[src/rtl/rat_pipe_pkg.sv]
// Shared types for the RAT pipeline hazard controller: FSM states and the
// shape of an EX/WB destination shadow slot.
package rat_pipe_pkg;

    localparam int REG_ADDR_W = 5;

    typedef enum logic [1:0] {
        RUN   = 2'd0,
        DRAIN = 2'd1,
        ACK   = 2'd2
    } hz_state_t;

    typedef struct packed {
        logic                  valid;
        logic                  wr;
        logic [REG_ADDR_W-1:0] addr;
        logic                  flg_wr;
    } hz_slot_t;

endpackage

[src/rtl/hz_slot_pipe.sv]
// Shadows the destinations of the instructions in EX and WB and flags RAW
// hazards of the ID instruction against them (register file has no bypass).
module hz_slot_pipe #(
    parameter int REG_ADDR_W = 5
) (
    input  logic                  clk,
    input  logic                  rst,
    input  logic                  id_valid,
    input  logic                  id_rx_used,
    input  logic                  id_ry_used,
    input  logic [REG_ADDR_W-1:0] id_rx_addr,
    input  logic [REG_ADDR_W-1:0] id_ry_addr,
    input  logic                  id_rf_wr,
    input  logic                  id_flg_rd,
    input  logic                  id_flg_wr,
    input  logic                  load_empty,
    output logic                  hazard,
    output logic                  slots_empty
);

    logic                  ex_valid, ex_wr, ex_flg_wr;
    logic [REG_ADDR_W-1:0] ex_addr;
    logic                  wb_valid, wb_wr, wb_flg_wr;
    logic [REG_ADDR_W-1:0] wb_addr;

    function automatic logic slot_hit(
        input logic                  s_valid,
        input logic                  s_wr,
        input logic [REG_ADDR_W-1:0] s_addr,
        input logic                  s_flg_wr,
        input logic                  rx_used,
        input logic [REG_ADDR_W-1:0] rx_addr,
        input logic                  ry_used,
        input logic [REG_ADDR_W-1:0] ry_addr,
        input logic                  flg_rd
    );
        return s_valid && ((rx_used && s_wr && (s_addr == rx_addr)) ||
                           (ry_used && s_wr && (s_addr == ry_addr)) ||
                           (flg_rd && s_flg_wr));
    endfunction

    // Address fields are only meaningful while the slot is valid, so they skip reset.
    always_ff @(posedge clk) begin
        if (rst) begin
            ex_valid  <= 1'b0;
            ex_wr     <= 1'b0;
            ex_flg_wr <= 1'b0;
            wb_valid  <= 1'b0;
            wb_wr     <= 1'b0;
            wb_flg_wr <= 1'b0;
        end else begin
            wb_valid  <= ex_valid;
            wb_wr     <= ex_wr;
            wb_flg_wr <= ex_flg_wr;
            if (load_empty) begin
                ex_valid  <= 1'b0;
                ex_wr     <= 1'b0;
                ex_flg_wr <= 1'b0;
            end else begin
                ex_valid  <= id_valid;
                ex_wr     <= id_rf_wr;
                ex_flg_wr <= id_flg_wr;
            end
        end
    end

    always_ff @(posedge clk) begin
        wb_addr <= ex_addr;
        ex_addr <= id_rx_addr;
    end

    assign hazard = id_valid &&
        (slot_hit(ex_valid, ex_wr, ex_addr, ex_flg_wr, id_rx_used, id_rx_addr,
                  id_ry_used, id_ry_addr, id_flg_rd) ||
         slot_hit(wb_valid, wb_wr, wb_addr, wb_flg_wr, id_rx_used, id_rx_addr,
                  id_ry_used, id_ry_addr, id_flg_rd));

    assign slots_empty = !ex_valid && !wb_valid;

endmodule

[src/rtl/pipeline_hazard_ctrl.sv]
// Hazard / redirect / interrupt-entry sequencer for the RAT pipeline's PC,
// IF/ID and ID/EX registers, plus a saturating stall-cycle counter.
module pipeline_hazard_ctrl #(
    parameter int REG_ADDR_W  = 5,
    parameter int STALL_CNT_W = 16
) (
    input  logic                   clk,
    input  logic                   rst,
    input  logic                   id_valid,
    input  logic                   id_rx_used,
    input  logic                   id_ry_used,
    input  logic [REG_ADDR_W-1:0]  id_rx_addr,
    input  logic [REG_ADDR_W-1:0]  id_ry_addr,
    input  logic                   id_rf_wr,
    input  logic                   id_flg_rd,
    input  logic                   id_flg_wr,
    input  logic                   ex_branch_taken,
    input  logic                   intr_req,
    input  logic                   intr_en,
    output logic                   pc_hold,
    output logic                   ifid_hold,
    output logic                   ifid_flush,
    output logic                   idex_nop,
    output logic                   intr_ack,
    output logic [STALL_CNT_W-1:0] stall_cycles
);
    import rat_pipe_pkg::*;

    hz_state_t state;
    logic      hazard;
    logic      slots_empty;

    hz_slot_pipe #(
        .REG_ADDR_W(REG_ADDR_W)
    ) u_slots (
        .clk        (clk),
        .rst        (rst),
        .id_valid   (id_valid),
        .id_rx_used (id_rx_used),
        .id_ry_used (id_ry_used),
        .id_rx_addr (id_rx_addr),
        .id_ry_addr (id_ry_addr),
        .id_rf_wr   (id_rf_wr),
        .id_flg_rd  (id_flg_rd),
        .id_flg_wr  (id_flg_wr),
        .load_empty (idex_nop),
        .hazard     (hazard),
        .slots_empty(slots_empty)
    );

    // A taken branch wins over any stall; an ACK coinciding with it still takes the vector.
    always_comb begin
        pc_hold    = 1'b0;
        ifid_hold  = 1'b0;
        ifid_flush = 1'b0;
        idex_nop   = 1'b0;
        intr_ack   = 1'b0;
        if (rst) begin
            ifid_flush = 1'b1;
            idex_nop   = 1'b1;
        end else if (ex_branch_taken) begin
            ifid_flush = 1'b1;
            idex_nop   = 1'b1;
            intr_ack   = (state == ACK);
        end else begin
            case (state)
                RUN: begin
                    if (hazard) begin
                        pc_hold   = 1'b1;
                        ifid_hold = 1'b1;
                        idex_nop  = 1'b1;
                    end
                end
                DRAIN: begin
                    pc_hold   = 1'b1;
                    ifid_hold = 1'b1;
                    idex_nop  = 1'b1;
                end
                ACK: begin
                    intr_ack   = 1'b1;
                    ifid_flush = 1'b1;
                    idex_nop   = 1'b1;
                end
                default: ;
            endcase
        end
    end

    always_ff @(posedge clk) begin
        if (rst) begin
            state        <= RUN;
            stall_cycles <= '0;
        end else begin
            if (pc_hold && (stall_cycles != '1)) begin
                stall_cycles <= stall_cycles + STALL_CNT_W'(1);
            end
            case (state)
                RUN:     if (intr_req && intr_en) state <= DRAIN;
                DRAIN:   if (slots_empty) state <= ACK;
                ACK:     state <= RUN;
                default: state <= RUN;
            endcase
        end
    end

endmodule

[config.mk]
export PLATFORM = sky130hd
export DESIGN_NAME = pipeline_hazard_ctrl
export DESIGN_NICKNAME = d
export VERILOG_FILES = /design/src/rtl/rat_pipe_pkg.sv /design/src/rtl/hz_slot_pipe.sv /design/src/rtl/pipeline_hazard_ctrl.sv
export SDC_FILE = /design/constraint.sdc
export NUM_CORES = 1
export LEC_CHECK = 0
export CORE_ASPECT_RATIO = 1.2
export CORE_UTILIZATION = 49
export DETAILED_ROUTE_END_ITERATION = 16
export PLACE_DENSITY = 0.79
export SYNTH_ARGS = -nofsm -noshare
export SYNTH_HDL_FRONTEND = slang
export SYNTH_HIERARCHICAL = 1
export SYNTH_SLANG_ARGS = --single-unit
[constraint.sdc]
create_clock -name clk -period 2.7 [get_ports clk]
set_input_delay 0.54 -clock clk [delete_from_list [all_inputs] [get_ports clk]]
set_output_delay 0.54 -clock clk [all_outputs]
set_load 0.1 [all_outputs]
==> key figures, run 1 <==
Setup path
  – Reg2Reg Depth: 10
  – Worst path arrival time: about 2.0 ns
  – Cell at the slowest stage of the critical path: nor4_4
  – Critical Path Max Stage Delay: approximately 0.3 ns
  – Setup CP Type: input port to output pin
  – Startpoint Class: input port
  – Crit end category: output pin
  – Worst path cell trace: clkdlybuf4s15_1 -> nand3_2 -> nor4_4 -> a31oi_1 -> nand2_1 -> a21oi_2 -> or2_4 -> clkinvlp_4 -> buf_12
  – Flop-to-flop setup slack: 0.20 ns
  – Critical path required time: 2.16 ns
  – Peak fanout along the critical path: 4

Finish
  – Multi-input combinational cell area: between 1000 and 1500 µm²
  – Total of fill cells in the finished design: 283
  – Diodes inserted: 0
  – Layout overhead on the synthesized area: 35.2%
  – Final standard cell utilization of the core: 0.695
  – Final nets: about 270
  – Fraction of layout cells with a size suffix above 1: 0.268
  – Reg area: between 600 and 700 µm²

Placed design
  – Number of input and output port buffers inserted: 41
  – DP HPWL: 2850 µm
  – Placement-stage worst setup slack: -0.410 ns
  – Routability-driven placement congestion ratio: a little over 0.8

Drt
  – First-pass iteration count of the detailed router: 4
  – DRC violations left: 0
  – DRT iter0 DRCs: 58
  – Aggregate routed wire length: between 3000 and 4000 µm
  – Total number of vias: approximately 1.6k
  – Final ANT Viol Nets: 0
  – Final routed wire length divided by cell count: roughly 14 µm
  – Mean number of vias per cell: roughly 5.6

Synthesis
  – Multiplexer share of the synthesized area: 0.0434
  – Commonest cells post-synth: 34 x dfxtp_1, 12 x xnor2_1, 11 x nor2_1
  – Synth cell types: a little over 40
  – Post-synth design cell area: roughly 1700 µm²
  – Synth Area in XOR/XNOR: 0.101
  – Post-synthesis adder-cell area fraction: 0.0506
  – Primary flip-flop cell chosen by synthesis mapping: dfxtp_1
  – Simple-gate share of the synthesized area: 0.275
  – Combinational family with the most area after synthesis: simple AND/OR/NAND/NOR gates
  – Fraction of the yosys area taken by sequential cells: 0.393
  – Area leader, netlist: dfxtp_1
  – Synth Instances: 186
  – Share of the synthesized area in compound gates (AO/OA/AOI/OAI): 0.0997
  – Top-count cell post-synth: dfxtp_1
  – Post-synth top area share: 0.393
  – Syn avg cell area: 9.31 µm²
  – Share of synthesized flip-flops with an asynchronous set or reset: 0
  – Warnings, synthesis: 6
  – Leading post-synthesis cells by cell area: dfxtp_1 39%, xnor2_1 6.1%, ha_1 5.1%, xor2_1 4.0%, nor4_1 3.3%
  – Number of enable flip-flop cells after synthesis: 0
  – Post-Synthesis Net Count: 214
  – Total of flip-flops plus latches after synthesis: 34

Clock network
  – CTS tree: yes
  – CTS Root Cell: clkbuf_8
  – Clk buf depth: 2
  – Worst-skew pair later-pin latency: between 0.2 and 0.3 ns
  – H-tree levels: 2
  – Number of buffers created by CTS: 5
  – Clk pin slew, worst setup/hold paths: approximately 0.060 ns
  – Count of hold-fix buffers inserted at cts: 0
  – # clock sinks: 34

Min path
  – Hold Path Cell Cnt: 0
  – Hold WC Path Type: flip-flop to flip-flop

Timing
  – Setup Viol. Count Final: 0
  – Setup ws final: around 0.12 ns
  – Final slew viol count: 0
  – Hold violation count in the final report: 0
  – Share of the cycle needed by the critical path after routing: 0.955
  – Worst slew pin tran: between 0.3 and 0.4 ns
  – Post-Route Hold Slack: 0.394 ns
  – Highest Clock Rate: 0.388 GHz
  – Max-Slew Margin vs Limit: 0.732
  – Minimum clock period: ~2.6 ns
  – Setup skew after layout: ~0.0072 ns

Global routing
  – Antenna violations before repair: 0
  – Pin count of the biggest net entering global routing: 28
  – Global-route wire length before repair: ~6300 µm
  – Remaining global-route overflow: 0
  – Total Routing Usage GR: 0.218
  – Number of global-route vias before repair: roughly 1.5k

Power and ir drop
  – Worst VDD drop: slightly above 0.0005 V
  – Areal power density over the cells: between 500 and 600 nW/µm²
  – Leakage Power: 0.000918 µW

Floorplanning
  – Initial Utilization: 0.514
  – Area enclosed by the die boundary: 3780 µm²
  – Number of top-level design ports: 42
  – Site row count: 23
  – Die X-Extent: roughly 56 µm
  – Core Box Area: 3370 µm²
  – Chip Height: between 60 and 70 µm

Flow run
  – Maximum capacitance violations: 0

Outcome
  – Result of the run: finished, final reports clean
==> where the power goes <==
part | switching [µW] | leakage, µW | internal (µW)
clock | 173 | 0.0000383 | 177
sequential | 26.0 | 0.000278 | 524
combinational | 186 | 0.000601 | 141
total | 385 | 0.000918 | 842
==> worst max-delay path, delay by kind of cell <==
family	cells	cell delay, ns
AOI/OAI and AO/OA	2	0.15
buffers and inverters	3	0.54
and+or+nand+nor	4	0.80
==> area by class of cell <==
class,count,area share
Inverter,4,0.00802
Timing Repair Buffer,52,0.199
Sequential cell,34,0.291
Multi-Input combinational cell,142,0.450
Tap cell,37,0.0198
Clock buffer,7,0.0326
==> stage by stage <==
step / area (µm²) / total power, µW / setup TNS (ns) / std cells
after floorplan: 1750 / 756 / -0.286 / 186
after global placement: 2220 / 865 / -2.93 / 267
after detailed placement: 2220 / 872 / -5.21 / 267
after CTS: 2320 / 1220 / 0 / 275
after global routing: 2340 / 1290 / -0.00309 / 276
final: 2340 / 1230 / 0 / 276
==> registers in the layout (all words and copies together) (netlist names) <==
name / cells
u_slots/wb_valid: 1
u_slots/ex_flg_wr: 1
u_slots/wb_flg_wr: 1
u_slots/ex_wr: 1
stall_cycles: 16
u_slots/wb_addr: 5
u_slots/wb_wr: 1
u_slots/ex_valid: 1
state: 2
u_slots/ex_addr: 5
==> cells in the final DEF (no fill, tap or decap), drive strengths merged, types with 3 or more instances in the layout <==
cell type,count
buf,35
nand3,8
or3,3
ha,7
clkbuf,11
dfxtp,34
clkdlybuf4s15,4
nor3,9
clkdlybuf4s50,7
nor4,9
and2,3
nor2b,6
mux2i,3
and2b,4
o31ai,4
or4,4
a21oi,10
and3,3
nand2,5
nand4,7
inv,3
nor2,11
mux2,4
a31oi,4
xnor2,12
xor2,8
and4,3
==> repair_timing <==
action	4_1_cts	5_1_grt
hold endpoints to repair	0	0
resized for setup	32	12
pin swaps	16	13
buffers inserted	1	1
setup endpoints to repair	9	7
==> path summary, 6_finish.rpt <==
check | start | to
max | id_valid | pc_hold
min | u_slots/ex_addr[3]$_DFF_P_ | u_slots/wb_addr[3]$_DFF_P_
max reg2reg | u_slots/wb_addr[1]$_DFF_P_ | stall_cycles[9]$_SDFFE_PP0P_
min reg2reg | u_slots/ex_addr[3]$_DFF_P_ | u_slots/wb_addr[3]$_DFF_P_
==> per-layer routing <==
metal | vias to the layer above | GRT usage | part of all wire
li1 | 785 | - | -
met1 | 727 | 0.231 | 0.41
met2 | 36 | 0.400 | 0.53
met3 | 9 | 0.0583 | 0.040
met4 | 0 | 0.107 | 0.020
met5 | - | 0 | 0
==> cells by family (layout without fill, tap and decap cells) <==
| family | Yosys count | count (layout) |
|---|---|---|
| DFF | 34 | 34 |
| adders and majority gates | 7 | 7 |
| xor gates and xnor gates | 20 | 20 |
| AOI/OAI and AO/OA | 27 | 27 |
| and+or+nand+nor | 81 | 81 |
| buffers and inverters | 10 | 63 |
| muxes | 7 | 7 |
Note: power is estimated with default switching activity, not from simulation.
==> run 2, diff against run 1 <==
--- a/config.mk
+++ b/config.mk
@@ -5,11 +5,12 @@
 export SDC_FILE = /design/constraint.sdc
 export NUM_CORES = 1
 export LEC_CHECK = 0
+export CELL_PAD_IN_SITES_DETAIL_PLACEMENT = 1
+export CELL_PAD_IN_SITES_GLOBAL_PLACEMENT = 2
 export CORE_ASPECT_RATIO = 1.2
-export CORE_UTILIZATION = 49
+export CORE_UTILIZATION = 28
 export DETAILED_ROUTE_END_ITERATION = 16
-export PLACE_DENSITY = 0.79
+export PLACE_DENSITY_LB_ADDON = 0.1
 export SYNTH_ARGS = -nofsm -noshare
 export SYNTH_HDL_FRONTEND = slang
-export SYNTH_HIERARCHICAL = 1
 export SYNTH_SLANG_ARGS = --single-unit
==> run 2 against run 1 <==
Effect of this change:
- flip-flop and latch count stayed put
- clock-buffer cell count unchanged
- register-to-register slack gained 0.38 ns
- critical path type unchanged
- largest power group unchanged
==> key figures, run 2 <==
Setup path
  – Critical path required time: 2.16 ns (about the same)
  – Flop-to-flop setup slack: 0.58 ns (+0.38 ns)
  – Reg2reg start: state[1]$_SDFFE_PP0P_
  – Setup CP Type: input port to output pin
  – Peak fanout along the critical path: 4 (unchanged)
  – Endpoint of the most critical register-to-register path: stall_cycles[15]$_SDFFE_PP0P_
  – Worst path arrival time: 2.09 ns (+0.05 ns)
  – Startpoint Class: input port
  – Crit end category: output pin
  – Reg2Reg Depth: 9 (-1)

Drt
  – Total number of vias: 1,362 (-13%)
  – Aggregate routed wire length: 4030 µm (+5.9%)
  – DRT iter0 DRCs: 21 (-64%)
  – First-pass iteration count of the detailed router: 4 (unchanged)
  – Mean number of vias per cell: 4.86 (-14%)
  – DRC violations left: 0 (unchanged)
  – Final ANT Viol Nets: 0 (unchanged)
  – Final routed wire length divided by cell count: 14.4 µm (+4.4%)

Timing
  – Max-Slew Margin vs Limit: 0.818 (+0.0854)
  – Setup Viol. Count Final: 0 (unchanged)
  – Hold violation count in the final report: 0 (unchanged)
  – Final slew viol count: 0 (unchanged)
  – Highest Clock Rate: 0.380 GHz (-2.0%)
  – Minimum clock period: 2.63 ns (+0.0513 ns)
  – Worst slew pin tran: 0.271 ns (-0.127 ns)
  – Share of the cycle needed by the critical path after routing: 0.974 (+0.0190)
  – Setup ws final: 0.0711 ns (-0.0513 ns)
  – Post-Route Hold Slack: 0.396 ns (+0.00219 ns)
  – Setup skew after layout: 0.00623 ns (-0.000997 ns)

Clock network
  – Worst-skew pair later-pin latency: 0.28 ns (about the same)
  – H-tree levels: 2 (unchanged)
  – # clock sinks: 34 (unchanged)
  – CTS tree: yes
  – Count of hold-fix buffers inserted at cts: 0 (unchanged)
  – Number of buffers created by CTS: 5 (unchanged)
  – Clk buf depth: 2 (unchanged)
  – CTS Root Cell: clkbuf_8
  – Clk pin slew, worst setup/hold paths: 0.07 ns (about the same)

Min path
  – WHS Endpoint: u_slots.wb_addr[4]$_DFF_P_
  – Hold Path Cell Cnt: 0 (unchanged)
  – Hold WC Path Type: flip-flop to flip-flop
  – Start point of the worst hold path: u_slots.ex_addr[4]$_DFF_P_

Global routing
  – Remaining global-route overflow: 0 (unchanged)
  – Pin count of the biggest net entering global routing: 25 (-11%)
  – Global-route wire length before repair: 6980 µm (+10%)
  – Total Routing Usage GR: 0.150 (-0.0675)
  – Antenna violations before repair: 0 (unchanged)
  – Number of global-route vias before repair: 1,483 (+1.6%)

Floorplanning
  – Die X-Extent: 70.4 µm (+25%)
  – Initial Utilization: 0.294 (-0.220)
  – Site row count: 29 (+26%)
  – Chip Height: 84.0 µm (+25%)
  – Core Box Area: 5330 µm² (+58%)
  – Number of top-level design ports: 42 (unchanged)
  – Area enclosed by the die boundary: 5910 µm² (+57%)

Finish
  – Registers with the most flip-flops: stall_cycles: 16 flops, u_slots.ex_addr: 5 flops, u_slots.wb_addr: 5 flops
  – Total of fill cells in the finished design: 608 (+110%)
  – Leading cell type in the layout, fill and taps excluded: dfxtp_1
  – Diodes inserted: 0 (unchanged)
  – Fraction of layout cells with a size suffix above 1: 0.211 (-0.0568)
  – Highest-count cells in the layout ignoring fill and taps: 34 x dfxtp_1, 25 x buf_4, 18 x xnor2_1
  – Most flop-heavy register: stall_cycles
  – Number of flip-flops under the largest register name: 16 (unchanged)
  – Layout overhead on the synthesized area: 42.5%
  – Final nets: 243 (-9.0%)

Placed design
  – Placement-stage worst setup slack: -0.204 ns (+0.206 ns)
  – Number of input and output port buffers inserted: 41 (unchanged)
  – DP HPWL: 3180 µm (+11%)
  – Routability-driven placement congestion ratio: 0.760 (-6.1%)

Outcome
  – Result of the run: finished, final reports clean

Synthesis
  – Commonest cells post-synth: 34 x dfxtp_1, 21 x xnor2_1, 16 x nor2_1
  – Synth cell types: 36 (-12%)
  – Post-synth top area share: 0.433 (+0.0404)
  – Area leader, netlist: dfxtp_1
  – Top-count cell post-synth: dfxtp_1
  – Primary flip-flop cell chosen by synthesis mapping: dfxtp_1
  – Synth Instances: 165 (-11%)
  – Number of enable flip-flop cells after synthesis: 0 (unchanged)
  – Leading post-synthesis cells by cell area: dfxtp_1 43%, xnor2_1 12%, xor2_1 6.1%, nand4_1 6.0%, ha_1 4.0%
  – Share of synthesized flip-flops with an asynchronous set or reset: 0 (unchanged)
  – Total of flip-flops plus latches after synthesis: 34 (unchanged)
  – Fraction of the yosys area taken by sequential cells: 0.433 (+0.0404)
  – Warnings, synthesis: 0 (-6)
  – Syn avg cell area: 9.52 µm² (+2.2%)
  – Post-Synthesis Net Count: 191 (-11%)
  – Post-synth design cell area: 1570 µm² (-9.3%)

Flow run
  – Maximum capacitance violations: 0 (unchanged)

Power and ir drop
  – Areal power density over the cells: 615 nW/µm² (+17%)
  – Worst VDD drop: 0.000331 V (-36%)
  – Leakage Power: 0.000886 µW (-3.5%)
-- run 2: cell types whose count changed in the layout (fill, tap and decap cells not counted), sizes merged, moves of 4 or more --
cell / delta
mux2: -4
xnor2: +9
nand2: +5
nand4: +8
nor4: -9
nor2: +5
nor3: -9
buf: -5
clkbuf: -4
dlygate4sd2: +4
a21oi: -8
nand3: -6
and2b: -4
-- run 2: metal layers --
| metal | up-vias | routed length, µm | track usage | share of wire |
|---|---|---|---|---|
| met4 | 0 | 97 | 0.0673 | 0.024 |
| met2 | 28 | 2190 | 0.270 | 0.54 |
| met5 | - | 0 | 0 | 0 |
| met1 | 651 | 1610 | 0.164 | 0.40 |
| met3 | 8 | 134 | 0.0362 | 0.033 |
| li1 | 675 | - | - | - |
-- run 2: repair_timing --
action	in CTS	in global routing
endpoints found under the hold margin	0	0
pin swaps	4	16
resized for setup	11	9
setup buffers	0	1
gates cloned	0	0
endpoints found under the setup margin	3	1
-- run 2: cell families (layout without fill, tap and decap cells) --
kind of cell	after synthesis	in the layout	share of synthesized area
xor+xnor	32	32	0.178
fa+ha+maj	5	5	0.0398
compound gates	18	18	0.0916
simple gates	65	65	0.223
flops	34	34	0.433
buf+inv	10	63	0.0271
mux	1	1	0.00637
-- run 2: how the worst max path moves through the flow --
stage,from,to,cells past startpoint
5_1_grt,id_ry_addr[1],idex_nop,9
3_5_place_dp,id_ry_addr[3],idex_nop,9
3_3_place_gp,id_ry_addr[2],idex_nop,9
4_1_cts,id_ry_addr[3],idex_nop,9
2_1_floorplan,rst,intr_ack,2
6_report,id_ry_addr[1],idex_nop,9
-- run 2: where the power goes --
part           switching (µW)  leakage (µW)  internal [µW]
clock                     186     0.0000482            206
combinational             253      0.000559            165
sequential               31.7      0.000279            536
-- run 2: area by class of cell --
type                       count  area, µm²  share of cell area
clock buffer                   7       86.3              0.0386
clock inverter                 1       5.00             0.00224
inverter                       5       22.5              0.0101
multi-input combinational    121        882               0.394
sequential                    34        681               0.304
tap                           62       77.6              0.0347
timing repair buffer          50        483               0.216
-- run 2: worst max-delay path: stages --
cell and delay (ns):
dlygate4sd2_1 0.26, xnor2_1 0.17, nand4_1 0.12, o221a_1 0.29
a21oi_2 0.17, nor2_1 0.06, o21a_2 0.22, clkinvlp_4 0.08
buf_12 0.16
-- run 2: stage by stage --
stage                     instances  instance area, µm²  setup TNS [ns]  utilization  power, µW
after floorplan                 165                1580               0            -        845
after global placement          271                2120          -0.379        0.397        988
after detailed placement        271                2120          -0.565        0.397       1000
after CTS                       279                2200               0        0.412       1390
after global routing            280                2240         -0.0209        0.419       1460
final                           280                2240               0        0.419       1380
==> run 3, diff against run 2 <==
--- a/config.mk
+++ b/config.mk
@@ -10,6 +10,7 @@
 export CORE_ASPECT_RATIO = 1.2
 export CORE_UTILIZATION = 28
 export DETAILED_ROUTE_END_ITERATION = 16
+export HOLD_SLACK_MARGIN = 0.06
 export PLACE_DENSITY_LB_ADDON = 0.1
 export SYNTH_ARGS = -nofsm -noshare
 export SYNTH_HDL_FRONTEND = slang
==> results of run 3 <==
Final layout, timing and power as in run 2 (identical DEF).
